`src/rtl/ps2_pkg.sv`:
```
// Shared PS/2 definitions: scan code set 2 tables, break prefix, FSM state types
// and the ASCII-to-scancode mapping used by both the transmit and receive paths.
package ps2_pkg;

  localparam logic [7:0] PS2_BREAK_PREFIX = 8'hF0;

  localparam logic [7:0] PS2_LETTER_CODES [26] = '{
    8'h1C, 8'h32, 8'h21, 8'h23, 8'h24, 8'h2B, 8'h34, 8'h33, 8'h43, 8'h3B,
    8'h42, 8'h4B, 8'h3A, 8'h31, 8'h44, 8'h4D, 8'h15, 8'h2D, 8'h1B, 8'h2C,
    8'h3C, 8'h2A, 8'h1D, 8'h22, 8'h35, 8'h1A
  };

  // Digits use the keypad codes so the receive decoder maps them back uniquely
  localparam logic [7:0] PS2_DIGIT_CODES [10] = '{
    8'h70, 8'h69, 8'h72, 8'h7A, 8'h6B, 8'h73, 8'h74, 8'h6C, 8'h75, 8'h7D
  };

  typedef enum logic [1:0] {TX_IDLE, TX_BIT_HI, TX_BIT_LO, TX_GAP} frame_state_t;
  typedef enum logic {KB_IDLE, KB_SEND} kb_state_t;

  function automatic logic [8:0] ascii_to_scancode(input logic [7:0] ascii);
    logic [7:0] idx;
    idx = 8'h00;
    ascii_to_scancode = 9'h000;
    if (ascii >= 8'h41 && ascii <= 8'h5A) begin
      idx = ascii - 8'h41;
      ascii_to_scancode = {1'b1, PS2_LETTER_CODES[idx[4:0]]};
    end else if (ascii >= 8'h61 && ascii <= 8'h7A) begin
      idx = ascii - 8'h61;
      ascii_to_scancode = {1'b1, PS2_LETTER_CODES[idx[4:0]]};
    end else if (ascii >= 8'h30 && ascii <= 8'h39) begin
      idx = ascii - 8'h30;
      ascii_to_scancode = {1'b1, PS2_DIGIT_CODES[idx[3:0]]};
    end
  endfunction

endpackage

```
`src/rtl/ps2_frame_tx.sv`:
```
// Serializes one byte as an 11-bit device-to-host PS/2 frame followed by an idle gap.
// A start seen in the last gap cycle chains the next frame without a bubble.
module ps2_frame_tx
  import ps2_pkg::*;
#(
  parameter int CLK_DIV    = 2500,
  parameter int GAP_CYCLES = 5000
) (
  input  logic       clk,
  input  logic       reset,
  input  logic       start,
  input  logic [7:0] data,
  output logic       ps2_clk_o,
  output logic       ps2_data_o,
  output logic       done
);

  localparam int MAXC = (CLK_DIV > GAP_CYCLES) ? CLK_DIV : GAP_CYCLES;
  localparam int CW   = (MAXC > 1) ? $clog2(MAXC) : 1;

  frame_state_t  state;
  logic [CW-1:0] cnt;
  logic [3:0]    bit_idx;
  logic [10:0]   shreg;

  assign done = (state == TX_GAP) && (cnt == CW'(GAP_CYCLES - 1));

  // Bit 0 of shreg is always the bit currently on the data line
  always_ff @(posedge clk) begin
    if (reset) begin
      state      <= TX_IDLE;
      cnt        <= '0;
      bit_idx    <= 4'd0;
      shreg      <= '0;
      ps2_clk_o  <= 1'b1;
      ps2_data_o <= 1'b1;
    end else begin
      case (state)
        TX_IDLE: begin
          if (start) begin
            shreg      <= {1'b1, ~^data, data, 1'b0};
            ps2_data_o <= 1'b0;
            ps2_clk_o  <= 1'b1;
            bit_idx    <= 4'd0;
            cnt        <= '0;
            state      <= TX_BIT_HI;
          end
        end
        TX_BIT_HI: begin
          if (cnt == CW'(CLK_DIV - 1)) begin
            cnt       <= '0;
            ps2_clk_o <= 1'b0;
            state     <= TX_BIT_LO;
          end else begin
            cnt <= cnt + CW'(1);
          end
        end
        TX_BIT_LO: begin
          if (cnt == CW'(CLK_DIV - 1)) begin
            cnt       <= '0;
            ps2_clk_o <= 1'b1;
            if (bit_idx == 4'd10) begin
              ps2_data_o <= 1'b1;
              state      <= TX_GAP;
            end else begin
              bit_idx    <= bit_idx + 4'd1;
              shreg      <= {1'b0, shreg[10:1]};
              ps2_data_o <= shreg[1];
              state      <= TX_BIT_HI;
            end
          end else begin
            cnt <= cnt + CW'(1);
          end
        end
        TX_GAP: begin
          if (cnt == CW'(GAP_CYCLES - 1)) begin
            cnt <= '0;
            if (start) begin
              shreg      <= {1'b1, ~^data, data, 1'b0};
              ps2_data_o <= 1'b0;
              bit_idx    <= 4'd0;
              state      <= TX_BIT_HI;
            end else begin
              state <= TX_IDLE;
            end
          end else begin
            cnt <= cnt + CW'(1);
          end
        end
        default: state <= TX_IDLE;
      endcase
    end
  end

endmodule

```
`src/rtl/ps2_keyboard_tx.sv`:
```
// PS/2 keyboard emulator: maps accepted ASCII characters to scan codes and sends them.
// Define PS2_TX_BREAK_EN to follow each make code with F0 and the code again.
module ps2_keyboard_tx
  import ps2_pkg::*;
#(
  parameter int CLK_DIV    = 2500,
  parameter int GAP_CYCLES = 5000
) (
  input  logic       clk,
  input  logic       reset,
  input  logic [7:0] ascii_in,
  input  logic       ascii_valid,
  output logic       ascii_ready,
  output logic       ps2_clk_o,
  output logic       ps2_data_o,
  output logic       busy,
  output logic       unsupported
);

  kb_state_t  state;
  logic       ready_q;
  logic       start_q;
  logic [7:0] code_q;
  logic [8:0] mapped;
  logic       tx_start;
  logic       tx_done;
  logic [7:0] tx_byte;

  assign mapped      = ascii_to_scancode(ascii_in);
  assign ascii_ready = ready_q & ~reset;

`ifdef PS2_TX_BREAK_EN
  logic [1:0] byte_idx;
  logic       more_bytes;

  // Later bytes are handed over in the final gap cycle so frames stay back to back
  assign more_bytes = (byte_idx != 2'd2);
  assign tx_start   = start_q | (tx_done & more_bytes);
  assign tx_byte    = start_q ? code_q : ((byte_idx == 2'd0) ? PS2_BREAK_PREFIX : code_q);
`else
  assign tx_start = start_q;
  assign tx_byte  = code_q;
`endif

  always_ff @(posedge clk) begin
    if (reset) begin
      state       <= KB_IDLE;
      ready_q     <= 1'b1;
      start_q     <= 1'b0;
      code_q      <= 8'h00;
      busy        <= 1'b0;
      unsupported <= 1'b0;
`ifdef PS2_TX_BREAK_EN
      byte_idx    <= 2'd0;
`endif
    end else begin
      start_q     <= 1'b0;
      unsupported <= 1'b0;
      case (state)
        KB_IDLE: begin
          if (ascii_valid && ready_q) begin
            if (mapped[8]) begin
              code_q  <= mapped[7:0];
              start_q <= 1'b1;
              busy    <= 1'b1;
              ready_q <= 1'b0;
              state   <= KB_SEND;
`ifdef PS2_TX_BREAK_EN
              byte_idx <= 2'd0;
`endif
            end else begin
              unsupported <= 1'b1;
            end
          end
        end
        KB_SEND: begin
          if (tx_done) begin
`ifdef PS2_TX_BREAK_EN
            if (more_bytes) begin
              byte_idx <= byte_idx + 2'd1;
            end else begin
              state   <= KB_IDLE;
              busy    <= 1'b0;
              ready_q <= 1'b1;
            end
`else
            state   <= KB_IDLE;
            busy    <= 1'b0;
            ready_q <= 1'b1;
`endif
          end
        end
        default: state <= KB_IDLE;
      endcase
    end
  end

  ps2_frame_tx #(
    .CLK_DIV    (CLK_DIV),
    .GAP_CYCLES (GAP_CYCLES)
  ) u_frame_tx (
    .clk        (clk),
    .reset      (reset),
    .start      (tx_start),
    .data       (tx_byte),
    .ps2_clk_o  (ps2_clk_o),
    .ps2_data_o (ps2_data_o),
    .done       (tx_done)
  );

endmodule

```
`config.mk`:
```
export PLATFORM = sky130hd
export DESIGN_NAME = ps2_keyboard_tx
export DESIGN_NICKNAME = d
export VERILOG_FILES = /design/src/rtl/ps2_pkg.sv /design/src/rtl/ps2_frame_tx.sv /design/src/rtl/ps2_keyboard_tx.sv
export SDC_FILE = /design/constraint.sdc
export NUM_CORES = 1
export LEC_CHECK = 0
export CORE_AREA = 2 2 75 84
export CTS_BUF_LIST = sky130_fd_sc_hd__clkbuf_4 sky130_fd_sc_hd__clkbuf_8
export CTS_CLUSTER_SIZE = 25
export DETAILED_ROUTE_END_ITERATION = 6
export DIE_AREA = 0 0 77 86
export DONT_BUFFER_PORTS = 1
export GPL_ROUTABILITY_DRIVEN = 0
export HOLD_SLACK_MARGIN = 0.02
export MAX_ROUTING_LAYER = met4
export PLACE_DENSITY = 0.72
export SYNTH_ARGS = -nofsm -noshare
export SYNTH_HDL_FRONTEND = slang
export SYNTH_SLANG_ARGS = --single-unit
```
`constraint.sdc`:
```
create_clock -name clk -period 7.85 [get_ports clk]
set_clock_uncertainty 0.15 [all_clocks]
set_input_delay 1.57 -clock clk [delete_from_list [all_inputs] [get_ports clk]]
set_output_delay 1.57 -clock clk [all_outputs]
set_load 0.01 [all_outputs]
```
==> results of run 1 <==
-- cells by family after synthesis --
logic type | after synthesis
compound gates | 109
fa+ha+maj | 21
buf+inv | 48
simple gates | 127
flops | 43
mux | 11
xor+xnor | 23
-- power by group --
part	switching, mW	internal, mW	leakage (nW)
clock	0.0711	0.0690	0.0470
combinational	0.112	0.0688	0.760
sequential	0.0117	0.233	0.349
total	0.195	0.370	1.16
-- synthesized netlist by cell type (all sizes together), types with 4 or more instances --
cell,n,area share
dfxtp,43,0.28
nor3,30,0.048
a21oi,29,0.047
nand2,27,0.033
inv,24,0.029
o21ai,23,0.037
ha,21,0.085
nor2,18,0.022
clkbuf,15,0.018
xnor2,15,0.045
buf,9,0.015
nand2b,9,0.018
nand4,9,0.020
a221oi,6,0.017
mux2i,6,0.021
nand3,6,0.0097
o211ai,6,0.014
xor2,6,0.017
a211oi,5,0.012
a31oi,5,0.010
mux2,5,0.018
a21o,4,0.0097
nor2b,4,0.0081
-- layout make-up --
type | instances | area [um^2] | share of cell area
sequential | 43 | 861 | 0.269
clock buffer | 6 | 82.6 | 0.0258
inverter | 24 | 90.1 | 0.0282
clock inverter | 1 | 5.00 | 0.00157
tap | 77 | 96.3 | 0.0301
timing repair buffer | 1 | 7.51 | 0.00235
multi-input combinational | 291 | 2050 | 0.643
-- per-stage QoR --
| stage | instance area [um^2] | total power, mW | setup slack (ps) |
|---|---|---|---|
| finish | 3200 | 0.565 | 4000 |
| global route | 3200 | 0.601 | 3880 |
| CTS | 3200 | 0.569 | 4050 |
| detailed placement | 3110 | 0.428 | 3740 |
| global placement | 3110 | 0.425 | 3820 |
| floorplan | 3110 | 0.400 | 3920 |
-- routing by layer --
metal	global-route usage	vias up	part of all wire
li1	-	1366	-
met1	0.257	1296	0.45
met2	0.360	89	0.49
met3	0.0337	10	0.046
met4	0.0877	0	0.017
met5	-	-	0
-- worst max path at each step --
stage	to	slack (ps)	depth (start not counted)
2_1_floorplan	code_q[2]	3920	9
3_3_place_gp	code_q[2]	3820	8
3_5_place_dp	code_q[2]	3740	8
4_1_cts	code_q[2]	4050	8
5_1_grt	code_q[2]	3880	8
6_report	code_q[2]	4000	8
-- registers in the layout, summed over array words and instances (netlist names) --
| name | count |
|---|---|
| u_frame_tx.cnt | 13 |
| code_q | 7 |
| start_q | 1 |
| u_frame_tx.state | 2 |
| ready_q | 1 |
| u_frame_tx.shreg | 10 |
| state | 1 |
| unsupported | 1 |
| u_frame_tx.ps2_data_o | 1 |
| u_frame_tx.ps2_clk_o | 1 |
| u_frame_tx.bit_idx | 4 |
| busy | 1 |
-- critical path: stages --
cell,delay [ps]
inv_1,110
ha_1,350
xnor2_1,700
inv_1,230
ha_1,250
mux2_2,260
a211oi_1,260
a2111oi_0,100
==> impl_results.md, run 1 <==
- Outcome: complete, no violations
- Maximum VDD drop: 0.000108 V
- Ports: 16
- Commonest non-fill, non-tap cells in the layout: dfxtp_1 (43), nor3_1 (30), a21oi_1 (29), nand2_1 (27), inv_1 (24)
- Post-DP HPWL: 4880 um
- Synthesis-to-finish area growth: 2.86%
- ANT nets after route: 0
- Placed cell count: 436
- Worst skew pair latency: 290 ps
- Hold EP: u_frame_tx.shreg[8]
- Nets: 398
- Syn nets: 414
- Ys flop type: dfxtp_1
- Power per cell area: 177 nW/um^2
- Largest net degree at the start of global routing: 41
- Worst Path Required: 7850 ps
- Main combinational cell family by area after synthesis: compound AO/OA/AOI/OAI gates
- Chip height: 86 um
- Post-synthesis mux area share: 0.0387
- Clk root buf: clkbuf_8
- Antenna violations before repair: 0
- FP Rows: 29
- Final Critical Period: 3850 ps
- Compound-Gate Fraction of Synth Area: 0.234
- Leakage power: 1.16 nW
- Mapped Area: 3110 um^2
- CTS tree: built
- Most common cell after layout, fill and taps aside: dfxtp_1
- N_diodes: 0
- Clk sinks: 43
- Worst-path fanout max: 15
- Chip Width: 77 um
- PortBufs: 0
- WL/cell: 15.3 um
- Initial Util: 0.542
- CTS clk-pin slew, worst paths: 80 ps
- Hold Buf Count CTS: 0
- CTS H-Tree Depth: 2
- Async S/R FF share, synth: 0
- Syn_area_per_cell: 8.13 um^2
- Cell Count, Final, Fillers Out: 443
- Critical Path End Type: flop
- Drt pass-1 iters: 7
- Cells after Synth: 382
- Routed vias/inst: 6.23
- Fmax: 260 MHz
- Crit path from: ascii_in[0]
- #FFs+latches synth: 43
- Simple-gate share of the synthesized area: 0.227
- GRT Total Usage: 0.214
- DIE AREA: 6620 um^2
- Worst-Margin Slew: 1020 ps
- Worst endpoint data arrival time: 3840 ps
- Final Hold Violating Endpoints: 0
- R2r setup slk: 5170 ps
- Reg-to-Reg Start: u_frame_tx.state[0]
- Share of cells above drive strength 1: 0.0628
- Residual overflow from global routing: 0
- Min-delay src: u_frame_tx.shreg[9]
- Post-CTS Setup Bufs: 0
- CTS resizes: 0
- Wire length of the first global-routing pass: 11600 um
- Startpoint Class: input port
- Fin. max-slew vios: 0
- Hold crit path type: reg2reg
- Post-synth EDFFs: 0
- WL final: 6780 um
- CTS Buf Count: 5
- Worst Hold Depth: 2
- Ys Warns: 0
- Sequential-to-total area share from yosys stat: 0.277
- Layout Utilization: 0.557
- Routed vias: 2761
- Critical Setup Path Class: in2reg
- Reg-to-Reg End: u_frame_tx.bit_idx[2]
- Post-Synth XOR/XNOR Area: 0.0761
- Setup TNS Final: 0 ps
- Yosys cell types: 63
- Max-slew headroom: 0.319
- Filler cells: 560
- Clock tree buffer depth: 2
- DR DRC count: 0
- Drt initial violations: 201
- Final setup viols: 0
- Core area: 5730 um^2
- MaxCap Viol Count: 0
- Reg2Reg Depth: 6
- Unrepaired setup endpoints after global routing: false
- Vias in the first global route: 2583
- Synth Area in Adders: 0.0846
- Ratio of final minimum period to clock period: 0.490
- Worst Hold Slack: 324 ps
Note: power is estimated with default switching activity, not from simulation.
==> run 2: changes to the inputs <==
--- a/config.mk
+++ b/config.mk
@@ -14,7 +14,7 @@
 export GPL_ROUTABILITY_DRIVEN = 0
 export HOLD_SLACK_MARGIN = 0.02
 export MAX_ROUTING_LAYER = met4
-export PLACE_DENSITY = 0.72
+export PLACE_DENSITY = 0.75
 export SYNTH_ARGS = -nofsm -noshare
 export SYNTH_HDL_FRONTEND = slang
 export SYNTH_SLANG_ARGS = --single-unit
==> constraint.sdc (replaced) <==
create_clock -name clk -period 3.5 [get_ports clk]
set_clock_uncertainty 0.15 [all_clocks]
set_input_delay 0.7 -clock clk [delete_from_list [all_inputs] [get_ports clk]]
set_output_delay 0.7 -clock clk [all_outputs]
set_load 0.01 [all_outputs]
==> impl_results.md, run 2 (synthesized netlist as in run 1, its figures left out) <==
- GRT Total Usage: 0.223 (+0.00902)
- Outcome: complete, no violations
- Crit path from: u_frame_tx.state[0]
- R2r setup slk: 810 ps (-4360 ps)
- Drt pass-1 iters: 4 (-3)
- CTS tree: built
- Largest net degree at the start of global routing: 41 (unchanged)
- Placed cell areas: 3120 um^2 (+0.48%)
- Wire length of the first global-routing pass: 12000 um (+3.8%)
- Share of cells above drive strength 1: 0.0705 (+0.00762)
- Post-CTS Setup Bufs: 0 (unchanged)
- Vias in the first global route: 2574 (-0.35%)
- Largest register by flop count: u_frame_tx.cnt
- Final Critical Period: 2690 ps
- Residual overflow from global routing: 0 (unchanged)
- Nets: 400 (+0.50%)
- Reg2Reg Depth: 6 (unchanged)
- Worst Path Required: 3580 ps (-4270 ps)
- Ratio of final minimum period to clock period: 0.768
- Chip Width: 77 um (unchanged)
- Fmax: 372 MHz
- Routed vias/inst: 6.05 (-2.9%)
- Startpoint Class: flop
- Core area: 5730 um^2 (unchanged)
- Most common cell after layout, fill and taps aside: dfxtp_1
- Drt initial violations: 197 (-2.0%)
- Crit path capture: u_frame_tx.bit_idx[2]
- Worst skew pair latency: 310 ps (+20 ps)
- Largest registers: u_frame_tx.cnt (13), u_frame_tx.shreg (10), code_q (7)
- Post-DP HPWL: 5130 um (+5.1%)
- WL final: 6960 um (+2.6%)
- Worst-path fanout max: 24 (+9)
- Worst-Margin Slew: 827 ps (-194 ps)
- Clk root buf: clkbuf_8
- Clock tree buffer depth: 2 (unchanged)
- Worst endpoint data arrival time: 2770 ps (-1070 ps)
- Initial Util: 0.542 (unchanged)
- CTS clk-pin slew, worst paths: 90 ps (about the same)
- Footprint of the multi-input gates: 2050 um^2 (unchanged)
- Setup TNS Final: 0 ps (unchanged)
- Leakage power: 1.17 nW (+1.5%)
- FP Rows: 29 (unchanged)
- Critical Setup Path Class: reg2reg
- Crit path largest cell delay: 510 ps (-190 ps)
- DR DRC count: 0 (unchanged)
- Fin. max-slew vios: 0 (unchanged)
- ANT nets after route: 0 (unchanged)
- Placed cell count: 438 (+0.46%)
- WL/cell: 15.6 um (+1.9%)
- Cell Count, Final, Fillers Out: 446 (+0.68%)
- N_diodes: 0 (unchanged)
- CP delay by family, top: simple AND/OR/NAND/NOR gates
- Worst Hold Slack: 304 ps (-20.0 ps)
- Maximum VDD drop: 0.000229 V (+110%)
- Routed vias: 2700 (-2.2%)
- CTS Buf Count: 5 (unchanged)
- Final setup viols: 0 (unchanged)
- Crit path depth: 6 (-2)
- Critical Path End Type: flop
- Unrepaired setup endpoints after global routing: false
- Filler cells: 549 (-2.0%)
- Clk sinks: 43 (unchanged)
- Commonest non-fill, non-tap cells in the layout: dfxtp_1 (43), nor3_1 (30), a21oi_1 (29), nand2_1 (27), inv_1 (24)
- Final Hold Violating Endpoints: 0 (unchanged)
- Max reg flops: 13 (unchanged)
- Slowest cell on crit path: ha_1
- Reg-to-Reg Start: u_frame_tx.state[0]
- Worst path bufs/invs: 1 (-1)
- Power per cell area: 423 nW/um^2 (+140%)
- Antenna violations before repair: 0 (unchanged)
- CTS H-Tree Depth: 2 (unchanged)
- Final Power: 1.37 mW (+140%)
- Hold crit path type: in2reg
- PortBufs: 0 (unchanged)
- Cells along the critical path: inv_1, ha_1, and4b_1, a211o_1, or4_1, a21oi_1
- Post-Layout Inst Area: 3240 um^2 (+1.3%)
- Max-slew headroom: 0.438 (+0.118)
- CTS resizes: 0 (unchanged)
- Register area: 861 um^2 (unchanged)
- Hold Buf Count CTS: 0 (unchanged)
- Chip height: 86 um (unchanged)
- Ports: 16 (unchanged)
- DIE AREA: 6620 um^2 (unchanged)
- MaxCap Viol Count: 0 (unchanged)
- Reg-to-Reg End: u_frame_tx.bit_idx[2]
- Synthesis-to-finish area growth: 4.23%
==> run 2: cell types whose count changed in the layout (fill, tap and decap cells not counted) <==
cell        delta
buf_4          +2
bufinv_16      +1
clkbuf_8       -1
clkinv_2       -1
clkinvlp_4     +1
inv_6          +1
==> run 2: stage by stage <==
stage / util / setup slack, ps
3_3_place_gp: 0.545 / 663
4_1_cts: 0.565 / 824
2_1_floorplan: - / 435
5_1_grt: 0.565 / 531
3_5_place_dp: 0.545 / 600
6_report: 0.565 / 813
==> run 2: final cells by class <==
| class | instances | area share |
|---|---|---|
| multi-input cells | 291 | 0.634 |
| inverters | 24 | 0.0278 |
| well taps | 77 | 0.0298 |
| repair buffers | 3 | 0.00696 |
| flip-flops and latches | 43 | 0.266 |
| clock inverters | 3 | 0.0143 |
| clock buffers | 5 | 0.0213 |
==> run 2: layer usage <==
metal,GRT usage,share of wire,vias to the layer above
met5,-,0,-
met1,0.288,0.47,1252
li1,-,-,1369
met2,0.359,0.47,65
met3,0.0326,0.042,14
met4,0.0779,0.019,0
==> run 2: report_power, final <==
group	total (mW)	internal, mW	switching (mW)
clock network	0.401	0.215	0.186
logic	0.417	0.163	0.253
registers	0.550	0.522	0.0286
==> run 2: worst reg2reg max path, cell delays in order, from the launching register on <==
cell and delay (ps):
dfxtp_1 360, inv_1 120, ha_1 510, and4b_1 410
a211o_1 440, or4_1 450, a21oi_1 170
==> run 2: worst min-delay path by stage <==
stage | startpoint | end | slack, ps | cells past startpoint
floorplan | u_frame_tx.bit_idx[3] | u_frame_tx.bit_idx[3] | 290 | 2
global placement | u_frame_tx.shreg[8] | u_frame_tx.shreg[8] | 300 | 2
detailed placement | u_frame_tx.shreg[9] | u_frame_tx.shreg[8] | 310 | 2
CTS | reset | u_frame_tx.shreg[10] | 300 | 1
global route | reset | u_frame_tx.shreg[10] | 300 | 1
finish | reset | u_frame_tx.bit_idx[0] | 300 | 1
==> run 3: changes to the inputs <==
--- a/config.mk
+++ b/config.mk
@@ -14,7 +14,7 @@
 export GPL_ROUTABILITY_DRIVEN = 0
 export HOLD_SLACK_MARGIN = 0.02
 export MAX_ROUTING_LAYER = met4
-export PLACE_DENSITY = 0.75
+export PLACE_DENSITY = 0.72
 export SYNTH_ARGS = -nofsm -noshare
 export SYNTH_HDL_FRONTEND = slang
 export SYNTH_SLANG_ARGS = --single-unit
==> constraint.sdc (replaced) <==
create_clock -name clk -period 2.75 [get_ports clk]
set_clock_uncertainty 0.15 [all_clocks]
set_input_delay 0.55 -clock clk [delete_from_list [all_inputs] [get_ports clk]]
set_output_delay 0.55 -clock clk [all_outputs]
set_load 0.01 [all_outputs]
==> impl_results.md, run 3 (synthesized netlist as in run 1, its figures left out) <==
- Residual overflow from global routing: 0 (unchanged)
- WL/cell: 15.2 um (-2.9%)
- Largest register by flop count: u_frame_tx.cnt
- Antenna violations before repair: 0 (unchanged)
- R2r setup slk: 310 ps (-500 ps)
- Logic pwr share: 0.318 (+0.013)
- Reg-to-Reg End: u_frame_tx.bit_idx[3]
- Worst-Margin Slew: 872 ps (+44.7 ps)
- Reg-to-Reg Start: u_frame_tx.cnt[0]
- Hold crit path type: in2reg
- Worst-path fanout max: 18 (-25%)
- Commonest non-fill, non-tap cells in the layout: dfxtp_1 (43), nor3_1 (30), a21oi_1 (29), nand2_1 (27), inv_1 (24)
- Chip Width: 77 um (unchanged)
- CTS H-Tree Depth: 2 (unchanged)
- Wire length of the first global-routing pass: 11900 um (-0.63%)
- PortBufs: 0 (unchanged)
- Maximum VDD drop: 0.000268 V (+17%)
- Largest registers: u_frame_tx.cnt (13), u_frame_tx.shreg (10), code_q (7)
- Worst endpoint data arrival time: 2520 ps (-250 ps)
- Final setup viols: 0 (unchanged)
- Crit path capture: u_frame_tx.bit_idx[3]
- Chip height: 86 um (unchanged)
- Nets: 408 (+2.0%)
- CTS tree: built
- Critical Setup Path Class: reg2reg
- Post-Layout Inst Area: 3300 um^2 (+2.0%)
- Hold Buf Count CTS: 0 (unchanged)
- Routed vias: 2788 (+3.3%)
- Clk root buf: clkbuf_8
- Ports: 16 (unchanged)
- Startpoint Class: flop
- Max-slew headroom: 0.407 (-0.0304)
- Sequential power share: 0.413 (+0.011)
- Clock tree buffer depth: 2 (unchanged)
- Footprint of the multi-input gates: 2070 um^2 (+0.73%)
- Leakage power: 1.22 nW (+4.2%)
- Drt initial violations: 169 (-14%)
- Drt pass-1 iters: 6 (+2)
- Worst skew pair latency: 300 ps (about the same)
- Setup TNS Final: 0 ps (unchanged)
- CTS Buf Count: 5 (unchanged)
- WL final: 6880 um (-1.2%)
- Unrepaired setup endpoints after global routing: false
- Initial Util: 0.542 (unchanged)
- Net load switching power: 0.572 mW (+22%)
- ANT nets after route: 0 (unchanged)
- Routed vias/inst: 6.14 (+1.4%)
- FP Rows: 29 (unchanged)
- CTS resizes: 0 (unchanged)
- Most common cell after layout, fill and taps aside: dfxtp_1
- Final WS setup: 310 ps (-503 ps)
- Filler cells: 545 (-0.73%)
- N_diodes: 0 (unchanged)
- Max reg flops: 13 (unchanged)
- Crit path from: u_frame_tx.cnt[0]
- Switching share of power: 0.338 (-0.00403)
- Worst Hold Slack: 164 ps (-141 ps)
- Vias in the first global route: 2612 (+1.5%)
- Placed cell areas: 3200 um^2 (+2.4%)
- Pint: 1.12 mW (+24%)
- Final Critical Period: 2440 ps (-247 ps)
- Post-DP HPWL: 5050 um (-1.6%)
- GRT Total Usage: 0.225 (+0.00189)
- DIE AREA: 6620 um^2 (unchanged)
- Fin. max-slew vios: 0 (unchanged)
- Share of cells above drive strength 1: 0.0955 (+0.0250)
- CTS clk-pin slew, worst paths: 80 ps (about the same)
- Power per cell area: 512 nW/um^2 (+21%)
- Critical Path End Type: flop
- Clock share of power: 0.270 (-0.023)
- MaxCap Viol Count: 0 (unchanged)
- Register area: 861 um^2 (unchanged)
- Synthesis-to-finish area growth: 6.28%
- Ratio of final minimum period to clock period: 0.887 (+0.120)
- Largest net degree at the start of global routing: 41 (unchanged)
- Clk sinks: 43 (unchanged)
- DR DRC count: 0 (unchanged)
- Fmax: 410 MHz (+10%)
- Final Power: 1.69 mW (+24%)
- Core area: 5730 um^2 (unchanged)
- Outcome: complete, no violations
- Place WS: 220 ps (-380 ps)
- Final Hold Violating Endpoints: 0 (unchanged)
- Post-CTS Setup Bufs: 0 (unchanged)
- Reg2Reg Depth: 6 (unchanged)
- Worst Path Required: 2830 ps (-750 ps)
## run 3: cell types whose count changed in the layout (fill, tap and decap cells not counted), sizes merged
cell / delta
buf: +8
bufinv: -1
clkbuf: +3
clkinvlp: -1
inv: -1
## run 3: area by class of cell
| type | count | share of cell area |
|---|---|---|
| Multi-Input combinational cell | 291 | 0.626 |
| Sequential cell | 43 | 0.261 |
| Clock buffer | 8 | 0.0315 |
| Tap cell | 77 | 0.0292 |
| Inverter | 24 | 0.0273 |
| Timing Repair Buffer | 11 | 0.0250 |
## run 3: per-layer routing
layer / GRT usage / wire (um) / vias up / part of all wire
met4: 0.0812 / 151 / 0 / 0.022
li1: - / - / 1389 / -
met5: - / 0 / - / 0
met3: 0.0400 / 316 / 16 / 0.046
met2: 0.376 / 3320 / 74 / 0.48
met1: 0.273 / 3090 / 1309 / 0.45
## run 3: power by group through the flow
stage	combinational (mW)	sequential (mW)	clock [mW]
after floorplan	0.440	0.706	0
after global placement	0.524	0.712	0
after detailed placement	0.531	0.713	0
after CTS	0.535	0.698	0.463
after global routing	0.600	0.705	0.489
final	0.538	0.698	0.456
## run 3: worst max-delay path, cell delays in order (launching register included)
cell	delay [ps]
dfxtp_1	380
ha_1	230
and3_1	200
and4b_1	370
mux2i_2	300
or4_1	560
a21oi_1	170
## run 3: worst min-delay path by stage
| stage | start | to | slack, ps | cells after the start |
|---|---|---|---|---|
| final | reset | u_frame_tx.cnt[10] | 160 | 1 |
| after global routing | reset | u_frame_tx.cnt[10] | 160 | 1 |
| after CTS | reset | u_frame_tx.bit_idx[1] | 160 | 1 |
| after detailed placement | u_frame_tx.shreg[9] | u_frame_tx.shreg[8] | 310 | 2 |
| after global placement | u_frame_tx.shreg[8] | u_frame_tx.shreg[8] | 300 | 2 |
| after floorplan | u_frame_tx.bit_idx[3] | u_frame_tx.bit_idx[3] | 290 | 2 |
## run 3: through the flow
| step | utilization | cells |
|---|---|---|
| detailed placement | 0.558 | 446 |
| finish | 0.576 | 454 |
| floorplan | - | 382 |
| global placement | 0.558 | 446 |
| CTS | 0.576 | 454 |
| global route | 0.576 | 454 |
==> RTL change, RTL diff (settings of run 3) <==
Add a define of `PS2_TX_BREAK_EN`.
--- a/src/rtl/ps2_keyboard_tx.sv
+++ b/src/rtl/ps2_keyboard_tx.sv
@@ -1,4 +1,6 @@
 // PS/2 keyboard emulator: maps accepted ASCII characters to scan codes and sends them.
 // Define PS2_TX_BREAK_EN to follow each make code with F0 and the code again.
+`define PS2_TX_BREAK_EN
+
 module ps2_keyboard_tx
   import ps2_pkg::*;
Formal check against the unedited RTL: no difference found for any inputs over 10 cycles, from zero or initial values and one cycle with reset high; that may be too few to reach the edited logic, so the function may still have changed.
==> RTL change against run 3 <==
  * Sequential cell count rose by 2
  * Cell area fell by 0.38%
  * Routed wire length fell by 3.6%
  * Power rose by 5.7%
  * Critical endpoint is now code_q[1]$_SDFFE_PP0P_
  * Synthesized area fell by 0.60%
  * Via count fell by 5.7%
  * Worst setup slack improved by 39 ps
  * Highest routed layer unchanged
  * Maximum frequency rose by 1.6%
  * Global-route usage fell by 1.2 points
==> RTL change: results (changes against run 3) <==
status = complete, no violations
Pleak = 1.25 nW (+2.3%)
Largest regs = u_frame_tx.cnt (13), u_frame_tx.shreg (10), code_q (7)
Clock Tree Buf Depth = 2 (unchanged)
vias in the first global route = 2505 (-4.1%)
Seq/Total Area, Yosys = 29.2% (+1.5 points)
switch share = 32.4% (-1.4 points)
HPWL after DPL = 4870 microns (-3.6%)
Vias = 2630 (-5.7%)
ANT cells = 0 (unchanged)
Worst-path clk slew = 80 ps (about the same)
first-pass GRT wire length = 11400 microns (-4.4%)
layout cell share with drive strength beyond 1 = 9.38% (-0.17 points)
# placed instances = 453 (+1.6%)
WL final = 6630 microns (-3.6%)
Yosys Warn Count = 0 (unchanged)
Num CTS Buffers = 5 (unchanged)
CTS resizes = 0 (unchanged)
capturing point of the worst reg2reg path = u_frame_tx.shreg[7]$_SDFFE_PP0P_
worst min-delay path endpoint = byte_idx[0]$_SDFFE_PP0P_
reg2reg setup slack = 420 ps (+110 ps)
Initial DRC Count = 118 (-30%)
initial antenna violation count = 0 (unchanged)
FILL cells = 563 (+3.3%)
worst slew pin tran = 772 ps (-99.5 ps)
CP max stage delay = 400 ps (-160 ps)
H-tree levels = 2 (unchanged)
WHS Path Cells = 1 (unchanged)
later-pin clock latency in the skew report = 300 ps (about the same)
Worst R2R Path Depth = 8 (+2)
Slowest-stage cell, CP = xnor2_1
Post-Syn Instances = 383 (+0.26%)
vias per cell = 5.70 (-7.1%)
crit path max fanout = 10 (-8)
Reg-to-Reg Start = u_frame_tx.cnt[0]$_SDFFE_PP0P_
hold_sp = reset
clock root buffer master = clkbuf_8
Synth top cells by count = 52 x nor2_1, 45 x dfxtp_1, 33 x a21oi_1
GRT Util Overall = 21.3% (-1.2 points)
Pre-antenna DRT Iters = 5 (-1)
synth top area cells = dfxtp_1 29%, ha_1 9.3%, nor2_1 6.3%
count of port buffers added during placement = 0 (unchanged)
Post-CTS Setup Bufs = 0 (unchanged)
Post-synth ARST share = 0% (unchanged)
largest net degree at the start of global routing = 37 (-9.8%)
distinct cell type count after synthesis = 62 (-1.6%)
HP Class = in2reg
worst IR drop on VDD = 0.358 mV (+33%)
Mapped Nets = 417 (+0.72%)
## RTL change: critical path, delay by kind of cell
kind,cells,cell delay (ps)
adders and majority gates,1,330
xor gates and xnor gates,1,400
and+or+nand+nor,2,510
buffers and inverters,1,190
AOI/OAI and AO/OA,3,500
## RTL change: per-stage QoR
stage	power (W)	hold slack (ps)	cell area, sq um	utilization (%)	worst slack (ps)
floorplan	0.00118	294	3090	-	148
global placement	0.00126	297	3170	55.3	92.5
detailed placement	0.00127	302	3170	55.3	82.3
CTS	0.00180	146	3290	57.4	391
global route	0.00189	142	3290	57.4	136
finish	0.00179	161	3290	57.4	350
## RTL change: routing by layer
metal | vias up | wire (microns) | share of wire (%) | GRT usage [%]
met1 | 1218 | 3090 | 47 | 25.6
met4 | 0 | 108 | 1.6 | 7.47
met3 | 9 | 197 | 3.0 | 3.16
met2 | 38 | 3240 | 49 | 36.7
li1 | 1365 | - | - | -
met5 | - | 0 | 0 | -
## RTL change: how the worst max path moves through the flow
stage,startpoint,end,slack [ps],depth (start not counted)
final,ascii_in[1],code_q[1]$_SDFFE_PP0P_,350,8
after floorplan,ascii_in[0],code_q[0]$_SDFFE_PP0P_,150,10
after CTS,ascii_in[1],code_q[0]$_SDFFE_PP0P_,390,7
after detailed placement,ascii_in[1],code_q[1]$_SDFFE_PP0P_,80,8
after global routing,ascii_in[1],code_q[3]$_SDFFE_PP0P_,140,8
after global placement,ascii_in[2],code_q[5]$_SDFFE_PP0P_,90,9
## RTL change: logic make-up after synthesis
kind of cell / after synthesis / share of synthesized area (%)
AOI/OAI and AO/OA: 95 / 20.6
xor gates and xnor gates: 24 / 6.81
adders and majority gates: 23 / 9.32
buffers and inverters: 34 / 5.35
DFF: 45 / 29.2
muxes: 6 / 2.03
and+or+nand+nor: 156 / 26.7
## RTL change: power by group through the flow
stage	registers, W	logic [W]	clock network (W)
after floorplan	0.000754	0.000424	0
after global placement	0.000763	0.000499	0
after detailed placement	0.000765	0.000508	0
after CTS	0.000750	0.000509	0.000538
after global routing	0.000757	0.000574	0.000561
final	0.000750	0.000511	0.000528
## RTL change: layout make-up
class	instances	area [sq um]	area share [%]
Multi-Input combinational cell	304	2020	61.5
Sequential cell	45	901	27.4
Timing Repair Buffer	13	97.6	2.97
Tap cell	77	96.3	2.93
Clock buffer	6	82.6	2.51
Inverter	14	52.6	1.60
Clock inverter	2	37.5	1.14
